<file path="src/rtl/div_seq_ctrl.sv">
// Sequencing and staging for a 32-bit DIV/DIVU using a settle-timed combinational array divide.
// Optional overflow flag for signed -2^31 / -1 is enabled by defining DIV_OVF_DET_EN.
module div_seq_ctrl #(
  parameter int unsigned SETTLE_CYCLES = 4,
  parameter logic [31:0] ZERO_Q_VALUE  = 32'hFFFF_FFFF
) (
  input  logic        clk,
  input  logic        clr,
  input  logic        start,
  input  logic        signed_op,
  input  logic [31:0] dividend,
  input  logic [31:0] divisor,
  output logic        busy,
  output logic        done,
  output logic [31:0] q_out,
  output logic [31:0] r_out,
  output logic        div_by_zero
`ifdef DIV_OVF_DET_EN
  ,
  output logic        ovf
`endif
);

  localparam int unsigned CntW = (SETTLE_CYCLES > 1) ? $clog2(SETTLE_CYCLES) : 1;

  typedef enum logic [2:0] {StIdle, StPrep, StSettle, StFix, StDone} state_e;

  state_e            state_q;
  logic [CntW-1:0]   cnt_q;
  logic [31:0]       dividend_q;
  logic [31:0]       divisor_q;
  logic              signed_q;
  logic              sa_q;
  logic              sb_q;
  logic [31:0]       mag_a_q;
  logic [31:0]       mag_b_q;
  logic [31:0]       qa;
  logic [31:0]       ra;

  // Array divider; its inputs are register-held from PREP through FIX so it can settle.
  always_comb begin
    qa = '0;
    ra = '0;
    if (mag_b_q != '0) begin
      qa = mag_a_q / mag_b_q;
      ra = mag_a_q % mag_b_q;
    end
  end

  always_ff @(posedge clk) begin
    if (!clr) begin
      state_q     <= StIdle;
      busy        <= 1'b0;
      done        <= 1'b0;
      div_by_zero <= 1'b0;
      q_out       <= '0;
      r_out       <= '0;
      cnt_q       <= '0;
`ifdef DIV_OVF_DET_EN
      ovf         <= 1'b0;
`endif
    end else begin
      done <= 1'b0;
      unique case (state_q)
        StIdle: begin
          if (start) begin
            dividend_q <= dividend;
            divisor_q  <= divisor;
            signed_q   <= signed_op;
            busy       <= 1'b1;
`ifdef DIV_OVF_DET_EN
            ovf        <= 1'b0;
`endif
            if (divisor == '0) begin
              q_out       <= ZERO_Q_VALUE;
              r_out       <= dividend;
              div_by_zero <= 1'b1;
              done        <= 1'b1;
              state_q     <= StDone;
            end else begin
              state_q <= StPrep;
            end
          end
        end
        StPrep: begin
          sa_q    <= dividend_q[31] & signed_q;
          sb_q    <= divisor_q[31] & signed_q;
          mag_a_q <= (dividend_q[31] & signed_q) ? -dividend_q : dividend_q;
          mag_b_q <= (divisor_q[31] & signed_q) ? -divisor_q : divisor_q;
          cnt_q   <= CntW'(SETTLE_CYCLES - 1);
          state_q <= StSettle;
        end
        StSettle: begin
          if (cnt_q == '0) begin
            state_q <= StFix;
          end else begin
            cnt_q <= cnt_q - CntW'(1);
          end
        end
        StFix: begin
          // Truncating division: remainder follows the dividend's sign.
          q_out       <= (sa_q ^ sb_q) ? -qa : qa;
          r_out       <= sa_q ? -ra : ra;
          div_by_zero <= 1'b0;
          done        <= 1'b1;
`ifdef DIV_OVF_DET_EN
          ovf         <= signed_q && (dividend_q == 32'h8000_0000) &&
                         (divisor_q == 32'hFFFF_FFFF);
`endif
          state_q     <= StDone;
        end
        StDone: begin
          busy    <= 1'b0;
          state_q <= StIdle;
        end
        default: begin
          busy    <= 1'b0;
          state_q <= StIdle;
        end
      endcase
    end
  end

endmodule

</file>
<file path="config.mk">
export PLATFORM = sky130hd
export DESIGN_NAME = div_seq_ctrl
export DESIGN_NICKNAME = d
export VERILOG_FILES = /design/src/rtl/div_seq_ctrl.sv
export SDC_FILE = /design/constraint.sdc
export NUM_CORES = 2
export LEC_CHECK = 0
export BUFFER_PORTS_ARGS = -buffer_cell sky130_fd_sc_hd__buf_2
export CELL_PAD_IN_SITES_DETAIL_PLACEMENT = 0
export CELL_PAD_IN_SITES_GLOBAL_PLACEMENT = 2
export CORE_MARGIN = 8
export CORE_UTILIZATION = 42
export CTS_BUF_LIST = sky130_fd_sc_hd__clkbuf_4
export CTS_CLUSTER_DIAMETER = 40
export DETAILED_ROUTE_END_ITERATION = 6
export PLACE_DENSITY_LB_ADDON = 0.1
export SYNTH_ARGS = -nofsm -noshare
export SYNTH_HDL_FRONTEND = slang
export SYNTH_SLANG_ARGS = --single-unit
</file>
<file path="constraint.sdc">
create_clock -name clk -period 121.6 [get_ports clk]
set_input_delay 0 -clock clk [delete_from_list [all_inputs] [get_ports clk]]
set_output_delay 0 -clock clk [all_outputs]
set_load 0.02 [all_outputs]
</file>
==> impl_metrics.csv <==
group,metric,value,unit
worst_setup_path,critPathRequiredTime,122280,ps
grt,gr-total-overflow,0,
clocking,cts_made_buffers,55,
grt,grt_first_pass_wirelength,330000,microns
clocking,cts_tree,"built",
worst_setup_path,cp.arrival,96600,ps
clocking,cts.htree.levels,2,
flow_run,max-cap-violations,1,
detailed_routing,wirelength,235000,microns
timing,report.final.slew_viol_count,7,
grt,largest_net_degree_at_the_start_of_global_routing,66,
detailed_routing,route.detailed.drc,6,
placement,placed_cells,7371,
placement,dp_hpwl,184000,microns
synth,synth_adder_area_share,15.7,%
floorplan,i_o_pins,135,
clocking,buffers_from_clock_root_to_sink_at_most,3,
layout,post_route_insts_no_fill,7620,
power_and_ir_drop,power,412,uW
placement,post_dp_cell_area,45200,sq um
worst_setup_path,critical_path.endpoint_type,"flop",
synth,synth_simple_gate_area_share,23.5,%
timing,report.final.hold_viol_count,0,
floorplan,initial_core_util,42.1,%
synth,netlist_top_cells_area,"ha_1, edfxtp_1, a21oi_1, xnor2_1, nand2_1",
timing,fin_skew,117,ps
synth,number_of_instances_in_the_synthesized_netlist,5967,
synth,syn_nets,6570,
detailed_routing,via_count,51300,
worst_setup_path,critPathMaxStageDelay,1240,ps
worst_setup_path,worst_path_most_repeated_cell,"ha_1",
synth,synth_sequential_area_ratio,12.6,%
floorplan,core_area,101000,sq um
synth,synth_area_per_cell,7.14,sq um
worst_hold_path,hp-class,"in2reg",
layout,filler_instances,10500,
synth,syn-cell-area,42600,sq um
timing,grt_setup_unrepaired,"false",
detailed_routing,number_of_detailed_routing_iterations_run_before_antenna_repair,7,
floorplan,die_area,112000,sq um
synth,synth_compound_area_share,32.8,%
synth,netlist.top_cell.by_area,"ha_1",
outcome,outcome,"complete, but fails checks",
synth,leading_cell_types_by_count_after_synthesis,"nand2_1, nor2_1, a21oi_1",
power_and_ir_drop,power.ir.vdd_worst,0.0119,mV
placement,port_buffers,134,
synth,muxShareOfSynthArea,1.64,%
grt,grtUsageTotal,39.5,%
detailed_routing,drt-initial-drc-count,6868,
timing,final.period_utilization,78.9,%
power_and_ir_drop,leakage,0.0203,uW
detailed_routing,avgViaCountPerCell,6.73,
timing,worstMarginPinSlew,1520,ps
power_and_ir_drop,power_per_cell_area,8.71,nW/um^2
layout,post_route_cells_drive_above_1_share,8.13,%
worst_setup_path,timing.setup.critical_path_class,"reg2reg",
synth,yosys.area_share.xor_xnor,9.72,%
synth,synth-async-reset-ratio,0,%
timing,max_clock_freq,10.4,MHz
layout,utilization,46.8,%
synth,synth_flop_cell,"edfxtp_1",
clocking,clock_insertion_delay_worst_skew,920,ps
grt,antenna_found_initial,17,
clocking,cts_resizes,0,
floorplan,die_width,335,microns
clocking,postCtsSetupRepairBufs,0,
floorplan,chipHeight,335,microns
synth,yosysMostFrequentCell,"nand2_1",
worst_setup_path,critPathLaunchType,"flop",
synth,netlist.area_leader.share,15.7,%
timing,setup-violations-final,0,
detailed_routing,wl_per_cell,30.8,microns
worst_setup_path,critical_path.slowest_cell,"nor3_1",
layout,final_area,47400,sq um
layout,fin_nets,6801,
clocking,cts_root_buf,"clkbuf_4",
detailed_routing,drt.antenna.violating_nets,0,
clocking,numClockSinks,203,
timing,setup_tns,0,ps
timing,slew_headroom,-1.92,%
layout,synthToLayoutAreaGrowth,11.1,%
grt,first_global_vias,47100,
worst_setup_path,timing.critical_path.fanout_max,43,
floorplan,placement_rows,117,
outcome,violations_in_the_final_reports,"design-rule violations, max-capacitance violations, max-slew violations",
synth,number_of_distinct_standard_cells_referenced_by_the_synthesized_netlist,113,
synth,synth-edff-count,131,
synth,synth_seq_cells,203,
synth,synth_top_family_by_area,"compound AO/OA/AOI/OAI gates",
clocking,clkTransAtPathRegs,80,ps
placement,gpl.final_weighted_congestion,1.11,
synth,ys_warn_count,0,
timing,min_period,95920,ps
==> cell usage in the layout (no fill, tap or decap), types with 145 or more instances in the layout <==
| cell | instances |
|---|---|
| a21oi_1 | 565 |
| inv_1 | 227 |
| nor2_1 | 587 |
| nor3_1 | 197 |
| xor2_1 | 189 |
| ha_1 | 534 |
| xnor2_1 | 282 |
| nand2_1 | 643 |
| nand3_1 | 177 |
| a21o_1 | 145 |
| o21ai_0 | 396 |
==> metrics by stage <==
stage / setup slack, ps / hold slack (ps)
2_1_floorplan: 48500 / 98.9
3_3_place_gp: 29840 / 179
3_5_place_dp: 30270 / 179
4_1_cts: 30040 / 4.58
5_1_grt: 22990 / 43.5
6_report: 25680 / 44.8
==> final timing paths <==
| kind | start | to | slack [ps] | cells after the start |
|---|---|---|---|---|
| max | mag_b_q[11]$_DFFE_PP_ | r_out[30]$_SDFFE_PN0P_ | 25680 | 269 |
| min | dividend[7] | r_out[7]$_SDFFE_PN0P_ | 40 | 4 |
| max reg2reg | mag_b_q[11]$_DFFE_PP_ | r_out[30]$_SDFFE_PN0P_ | 25680 | 269 |
| min reg2reg | busy$_SDFFE_PN0P_ | busy$_SDFFE_PN0P_ | 470 | 2 |
==> critical path: cells and delay by family (launching register included) <==
kind	cells	cell delay, ps
adders and majority gates	31	10900
and+or+nand+nor	84	29510
AOI/OAI and AO/OA	133	48080
muxes	4	1790
buffers and inverters	17	4490
DFF	1	580
==> final cells by class <==
cell class | instances | area (sq um) | area share [%]
repair buffers | 388 | 2920 | 6.16
clock buffers | 72 | 541 | 1.14
clock inverters | 32 | 244 | 0.515
flip-flops and latches | 203 | 5380 | 11.3
multi-input cells | 5313 | 35700 | 75.3
diodes | 7 | 17.5 | 0.0370
well taps | 1368 | 1710 | 3.61
inverters | 237 | 890 | 1.88
==> power by group <==
part / total (uW) / leakage (uW) / internal (uW) / switching, uW
clock: 72.7 / 0.000452 / 36.8 / 35.9
combinational: 258 / 0.0180 / 86.1 / 172
sequential: 81.6 / 0.00179 / 77.5 / 4.15
total: 412 / 0.0203 / 200 / 212
==> state kept, by name, indices dropped and copies added, names as in the netlist, 2 cells and up <==
signal	flops
mag_b_q	32
q_out	32
mag_a_q	32
r_out	32
cnt_q	2
divisor_q	32
dividend_q	32
state_q	3
==> logic make-up after synthesis <==
logic type               count (synthesis)
multiplexers                            66
AND/OR/NAND/NOR                       2129
flip-flops                             203
adder cells (fa/ha/maj)                535
AO/OA/AOI/OAI                         2110
buffers and inverters                  451
XOR/XNOR                               473
==> metal layers <==
metal  global-route usage, %  share of wire, %
met3                    9.48                12
met5                       0             0.015
met1                    53.5                41
met2                    57.2                40
met4                    21.7               6.6
==> repair_timing <==
action / 4_1_cts / 5_1_grt
setup endpoints to repair: 0 / 0
endpoints found under the hold margin: 134 / 0
hold buffers: 138 / 0
No activity file was read; power rests on OpenSTA's default activity.
